## src/rtl/my_mem_par_pkg.sv

```systemverilog
// -----------------------------------------------------------------------------
// my_mem_par_pkg
//   Shared types and helpers for the parity-protected memory block.
//   - state_t      : controller state (INIT sweep / RUN).
//   - PW_MAX       : widest payload parity_word() accepts.
//   - parity_word  : returns {even-parity bit, data} for a payload that is
//                    zero-extended to PW_MAX bits. Zero extension does not
//                    change the XOR reduction, so narrower payloads work.
// -----------------------------------------------------------------------------
package my_mem_par_pkg;

    typedef enum logic {
        INIT = 1'b0,
        RUN  = 1'b1
    } state_t;

    localparam int PW_MAX = 64;

    function automatic logic [PW_MAX:0] parity_word(input logic [PW_MAX-1:0] data);
        return {^data, data};
    endfunction

endpackage : my_mem_par_pkg

```

## src/rtl/my_mem_par_array.sv

```systemverilog
// -----------------------------------------------------------------------------
// my_mem_par_array
//   Plain single-port synchronous RAM, (2**ADDR_W) x DATA_W.
//   One write port and one registered read port sharing one address.
//
// Ports:
//   clk      in   clock, posedge
//   rst_n    in   synchronous active-low reset (read register only)
//   i_we     in   write enable
//   i_re     in   read enable; o_rdata updates on the same edge
//   i_addr   in   word address
//   i_wdata  in   write word
//   o_rdata  out  registered read word; holds between reads
//
// The storage array itself has no reset; the owner clears it by sweeping.
// The read register is reset so the read port never shows X after reset.
// -----------------------------------------------------------------------------
module my_mem_par_array #(
    parameter int DATA_W = 9,
    parameter int ADDR_W = 8
) (
    input  logic              clk,
    input  logic              rst_n,
    input  logic              i_we,
    input  logic              i_re,
    input  logic [ADDR_W-1:0] i_addr,
    input  logic [DATA_W-1:0] i_wdata,
    output logic [DATA_W-1:0] o_rdata
);

    localparam int DEPTH = 1 << ADDR_W;

    logic [DATA_W-1:0] r_mem [0:DEPTH-1];
    logic [DATA_W-1:0] r_rdata;

    always_ff @(posedge clk) begin
        if (i_we) begin
            r_mem[i_addr] <= i_wdata;
        end
    end

    always_ff @(posedge clk) begin
        if (!rst_n) begin
            r_rdata <= '0;
        end else if (i_re) begin
            r_rdata <= r_mem[i_addr];
        end
    end

    assign o_rdata = r_rdata;

endmodule : my_mem_par_array

```

## src/rtl/my_mem_par.sv

```systemverilog
// -----------------------------------------------------------------------------
// my_mem_par
//   Single-port parity-protected synchronous RAM.
//   Each word is stored as {even parity, data}. Every read is parity-checked;
//   parity errors and read+write collisions are counted in a saturating
//   counter. After reset the whole array is swept to zero (busy high) so no
//   read can ever return X.
//
// Optional feature (macro MY_MEM_PAR_ERR_INJECT_EN):
//   Adds input err_inject. When high during a RUN-state write, the stored
//   parity bit is inverted so a later read of that word flags parity_err.
//   Without the macro the port does not exist and stored parity is correct.
//
// Ports:
//   clk          in   clock, posedge
//   rst_n        in   synchronous active-low reset
//   write        in   write strobe
//   read         in   read strobe
//   address      in   word address
//   data_in      in   write payload
//   err_inject   in   (macro only) invert stored parity on this write
//   data_out     out  {parity, data} of the last completed read
//   data_valid   out  1-cycle pulse, data_out holds a fresh read result
//   parity_err   out  1-cycle pulse with data_valid on parity mismatch
//   collision    out  1-cycle pulse, read and write were both asserted
//   busy         out  high during the post-reset zeroing sweep
//   error_count  out  saturating count of parity errors + collisions
//   dbg_state    out  current controller state, for observation only
//
// Handshake: strobes are sampled on every posedge while in RUN; there is no
// back-pressure. A read strobe yields data_valid exactly one cycle later; a
// read+write strobe yields collision one cycle later and touches no memory.
// Strobes are ignored entirely while busy.
// -----------------------------------------------------------------------------
module my_mem_par
    import my_mem_par_pkg::*;
#(
    parameter int DATA_WIDTH = 8,
    parameter int ADDR_WIDTH = 8,
    parameter int CNT_WIDTH  = 16
) (
    input  logic                  clk,
    input  logic                  rst_n,
    input  logic                  write,
    input  logic                  read,
    input  logic [ADDR_WIDTH-1:0] address,
    input  logic [DATA_WIDTH-1:0] data_in,
`ifdef MY_MEM_PAR_ERR_INJECT_EN
    input  logic                  err_inject,
`endif
    output logic [DATA_WIDTH:0]   data_out,
    output logic                  data_valid,
    output logic                  parity_err,
    output logic                  collision,
    output logic                  busy,
    output logic [CNT_WIDTH-1:0]  error_count,
    output state_t                dbg_state
);

    localparam int WORD_W = DATA_WIDTH + 1;

    typedef logic [PW_MAX-1:0] pw_in_t;

    // ---------------- state ----------------
    state_t                 r_state;
    state_t                 w_state_next;
    logic [ADDR_WIDTH-1:0]  r_ptr;
    logic                   r_valid;
    logic                   r_collision;
    logic [CNT_WIDTH-1:0]   r_err_cnt;

    // ---------------- array port ----------------
    logic                   w_we;
    logic                   w_re;
    logic [ADDR_WIDTH-1:0]  w_addr;
    logic [WORD_W-1:0]      w_wdata;
    logic [WORD_W-1:0]      w_rdata;

    // ---------------- parity ----------------
    logic [PW_MAX:0]        w_pw;
    logic                   w_par;
    logic                   w_unused_pw;
    logic                   w_inject;
    logic                   w_par_mismatch;
    logic                   w_rd_only;
    logic                   w_wr_only;
    logic                   w_both;

    assign w_pw        = parity_word(pw_in_t'(data_in));
    assign w_par       = w_pw[PW_MAX];
    // Only the parity bit of the helper result is needed; data comes straight
    // from data_in.
    assign w_unused_pw = ^w_pw[PW_MAX-1:0];

`ifdef MY_MEM_PAR_ERR_INJECT_EN
    assign w_inject = err_inject;
`else
    assign w_inject = 1'b0;
`endif

    assign w_rd_only = read & ~write;
    assign w_wr_only = write & ~read;
    assign w_both    = read & write;

    // ---------------- FSM: state register ----------------
    always_ff @(posedge clk) begin
        if (!rst_n) begin
            r_state <= INIT;
        end else begin
            r_state <= w_state_next;
        end
    end

    // ---------------- FSM: next state and array control ----------------
    // Array writes are gated by rst_n so a reset edge never disturbs memory.
    always_comb begin
        w_state_next = r_state;
        w_we         = 1'b0;
        w_re         = 1'b0;
        w_addr       = address;
        w_wdata      = {w_par ^ w_inject, data_in};
        unique case (r_state)
            INIT: begin
                w_we    = rst_n;
                w_addr  = r_ptr;
                w_wdata = '0;
                if (r_ptr == '1) begin
                    w_state_next = RUN;
                end
            end
            RUN: begin
                w_we = rst_n & w_wr_only;
                w_re = w_rd_only;
            end
            default: begin
                w_state_next = INIT;
            end
        endcase
    end

    // ---------------- sweep pointer ----------------
    always_ff @(posedge clk) begin
        if (!rst_n) begin
            r_ptr <= '0;
        end else if (r_state == INIT) begin
            r_ptr <= r_ptr + 1'b1;
        end
    end

    // ---------------- pulses ----------------
    always_ff @(posedge clk) begin
        if (!rst_n) begin
            r_valid     <= 1'b0;
            r_collision <= 1'b0;
        end else begin
            r_valid     <= (r_state == RUN) & w_rd_only;
            r_collision <= (r_state == RUN) & w_both;
        end
    end

    // ---------------- memory ----------------
    my_mem_par_array #(
        .DATA_W (WORD_W),
        .ADDR_W (ADDR_WIDTH)
    ) u_array (
        .clk     (clk),
        .rst_n   (rst_n),
        .i_we    (w_we),
        .i_re    (w_re),
        .i_addr  (w_addr),
        .i_wdata (w_wdata),
        .o_rdata (w_rdata)
    );

    // Parity is checked on the registered word, so the error pulse lines up
    // with data_valid without extra pipeline state.
    assign w_par_mismatch = (^w_rdata[DATA_WIDTH-1:0]) != w_rdata[DATA_WIDTH];

    // ---------------- saturating error counter ----------------
    // A read and a collision are mutually exclusive in one cycle, so at most
    // one increment is needed per edge.
    always_ff @(posedge clk) begin
        if (!rst_n) begin
            r_err_cnt <= '0;
        end else if ((parity_err || collision) && (r_err_cnt != '1)) begin
            r_err_cnt <= r_err_cnt + 1'b1;
        end
    end

    // ---------------- outputs ----------------
    assign data_out    = w_rdata;
    assign data_valid  = r_valid;
    assign parity_err  = r_valid & w_par_mismatch;
    assign collision   = r_collision;
    assign busy        = (r_state == INIT);
    assign error_count = r_err_cnt;
    assign dbg_state   = r_state;

endmodule : my_mem_par

```

## config.mk

```make
export PLATFORM = sky130hd
export DESIGN_NAME = my_mem_par
export DESIGN_NICKNAME = d
export VERILOG_FILES = /design/src/rtl/my_mem_par_pkg.sv /design/src/rtl/my_mem_par_array.sv /design/src/rtl/my_mem_par.sv
export SDC_FILE = /design/constraint.sdc
export NUM_CORES = 2
export LEC_CHECK = 0
export ABC_AREA = 0
export ABC_CLOCK_PERIOD_IN_PS = 16200
export CAP_MARGIN = 20
export CORE_MARGIN = 10
export CORE_UTILIZATION = 46
export DETAILED_ROUTE_END_ITERATION = 12
export SYNTH_ARGS = -nofsm -noshare
export SYNTH_HDL_FRONTEND = slang
export SYNTH_SLANG_ARGS = --single-unit
```

## constraint.sdc

```tcl
create_clock -name clk -period 16.2 [get_ports clk]
set_clock_uncertainty 0.15 [all_clocks]
set_input_delay 4.86 -clock clk [delete_from_list [all_inputs] [get_ports clk]]
set_output_delay 4.86 -clock clk [all_outputs]
set_load 0.05 [all_outputs]
```

==> metrics <==
vias per cell=a little over 6; post-synthesis instance total=4221; Synth Cell Area=approximately 90000 um^2; RSZ-0062 raised after global routing=no; switching power=roughly 2.6 mW; Hold Path Stages=2; period utilisation layout=0.6059; root buffer cell=clkbuf_16; worst-path fanout max=103; mean post-synth cell area=~21 um^2; Worst Setup Start Kind=input port; Util after Layout=0.5194; register bit total from synthesis=~2300; data arrival time of the critical path=~10000 ps; top_reg_cell synth=edfxtp_1; min Tclk post-route=~9800 ps; Post-Synth Simple-Gate Area=0.02578; Num CTS Buffers=around 230; most frequent cells in the layout=edfxtp_1 (2304), mux4_2 (576), nor2_1 (262), clkbuf_16 (227), a22oi_1 (224); largest family of logic cells by synthesized area=multiplexers; die height=approximately 460 um; Tot GR Track Use=0.2096; Post-CTS Resized=0; initial antenna violation count=8; Synth Area in XOR/XNOR=0.003167; DRC=0; row cnt=roughly 160; adder-cell area share of the yosys netlist=0.0002778; die width=roughly 460 um; vias in the first global route=between 40000 and 50000; power per standard cell area=~120 nW/um^2; DR vias=about 44000; post-synthesis mux area share=0.1450; Setup-failing EPs final=0; fillers=around 15000; Post-CTS Setup Bufs=0; post-synth cell types=47; critical path endpoint category=flip-flop; Compound-Gate Fraction of Synth Area=0.03407; Top-Level Pins=50; share of total power in the clock network=0.416; commonest non-fill, non-tap cell in the layout=edfxtp_1; Synthesis Warnings=0; # hold bufs at CTS=0; Final Max Tran Viols=0; Tightest Hold Check Type=reg -> reg; Buffers on Ports=49; DP HPWL=between 100000 and 150000 um; Worst EP required=between 15000 and 20000 ps; global-route wire length before repair=about 330000 um; Max-Cap Viols=0; sequential share of the synthesized area=0.7760; CTS max path bufs=3; CTS tree=done; Post-DRT Antenna Nets=0; Gate power share=0.045; pin count of the biggest net entering global routing=~210; initial core utilization=0.4625; final WL=approximately 230000 um; Core Area=approximately 190000 um^2; Wirelength per Cell=31.87 um; Hold Vio Cnt, Final=0; DRT iter0 DRCs=roughly 5400; Seq pwr share=0.538; status=completed; clk_lat worst skew=870 ps; FF-to-FF path depth=10; number of detailed-route iterations in the first pass=5; Placer Congestion=0.7958; Sw Ratio=0.2101; syn nets=between 4000 and 5000; DIE AREA=213900 um^2; H-tree depth=4; Sink Count=2340; grt ovf=0; Pleak=between 30 and 40 nW; Area Growth Syn to Fin=12.30%; WHS=~340 ps; internal power=approximately 9.6 mW; Async S/R FF share, synth=0; Max Freq=101.9 MHz; share of layout cells above drive strength 1=0.2353; clk slew on worst S/H paths=~60 ps; number of synthesized flops with an enable pin=about 2300; Peak VDD IR=between 0.1 and 0.15 mV; fin nets=approximately 4400; Max-slew headroom=0.1842; WS Path Type=in -> reg; Worst-Margin Slew=between 1000 and 1500 ps; setup TNS=0 ps
## flip-flops by register name, summed over array words and instances, names as in the netlist
register,cells
collision,1
dbg_state,1
u_array.o_rdata,9
error_count,16
data_valid,1
u_array.r_mem,2304
r_ptr,8
## cells in the mapped netlist, types with 4 or more instances
cell      count  area share
o21ai_1       5     0.00028
buf_1        32      0.0013
mux2i_1       6     0.00067
a41oi_1      33      0.0032
and4_1        4     0.00039
buf_6        41      0.0051
o21ai_0      16     0.00089
nand2_1     165      0.0069
a31oi_1       9     0.00062
and3_1        8     0.00056
dfxtp_1      36      0.0080
nor2_1      264       0.011
and2_1        9     0.00062
a22oi_1     225       0.019
xor2_1        4     0.00039
nor3b_1       5     0.00042
nor3_1       39      0.0022
xnor2_1      26      0.0025
o41ai_1      29      0.0028
nand4_1       5     0.00035
nand3_1      32      0.0018
clkbuf_1    123      0.0051
buf_2        51      0.0028
buf_4        13      0.0011
nand2b_1      6     0.00042
mux4_2      576        0.14
nor4_1        7     0.00049
a21oi_1     117      0.0065
inv_1         7     0.00029
edfxtp_1   2304        0.77
## cell families (layout without fill, tap and decap cells)
| family | after synthesis | after routing |
|---|---|---|
| xor+xnor | 31 | 31 |
| flops | 2340 | 2340 |
| fa+ha+maj | 2 | 2 |
| compound gates | 444 | 444 |
| simple gates | 553 | 553 |
| mux | 584 | 584 |
| other cells | 0 | 3 |
| buf+inv | 267 | 619 |
## critical path: stages
cell and delay (ps):
clkdlybuf4s50_1 500, mux2_8 710, buf_12 580, buf_12 650
mux4_2 620, a22oi_1 420, a21oi_1 190, o41ai_1 930
and3_1 430, a31oi_1 130
## power groups by stage
stage / combinational [mW] / clock, mW / sequential (mW)
3_5_place_dp: 0.555 / 0 / 6.68
6_report: 0.550 / 5.07 / 6.55
3_3_place_gp: 0.555 / 0 / 6.68
2_1_floorplan: 0.406 / 0 / 6.68
5_1_grt: 0.581 / 5.38 / 6.55
4_1_cts: 0.557 / 5.14 / 6.55
## per-stage QoR
step / area [um^2] / total power [mW] / setup slack, ps / instances
2_1_floorplan: 90090 / 7.086 / 3481 / 4221
3_3_place_gp: 93750 / 7.236 / 5192 / 6758
3_5_place_dp: 93840 / 7.237 / 5504 / 6765
4_1_cts: 100900 / 12.25 / 6423 / 7173
5_1_grt: 101200 / 12.51 / 6132 / 7197
6_report: 101200 / 12.17 / 6385 / 7200
## final timing paths
check,from,to,slack (ps)
max reg2reg,dbg_state,u_array.o_rdata[2],9920
min reg2reg,error_count[11],error_count[11],340
min,error_count[11],error_count[11],340
max,address[0],u_array.o_rdata[2],6380
## metal layers
| metal | global-route usage | wire length (um) | up-vias |
|---|---|---|---|
| met3 | 0.04245 | 19810 | 364 |
| li1 | - | - | 18089 |
| met1 | 0.3045 | 95390 | 23656 |
| met5 | 0 | 33 | - |
| met2 | 0.3248 | 107900 | 1991 |
| met4 | 0.05769 | 6383 | 4 |
## final cells by class
cell class              count  area (um^2)  share of cell area
clock buffers             273         5853             0.05785
flip-flops and latches   2340        69910              0.6910
diodes                      3        7.507          0.00007420
inverters                   7        26.28           0.0002597
well taps                2624         3283             0.03245
clock inverters           135         1181             0.01167
repair buffers            204         1897             0.01875
multi-input cells        1614        19020              0.1880
(Power assumes the default switching activity.)
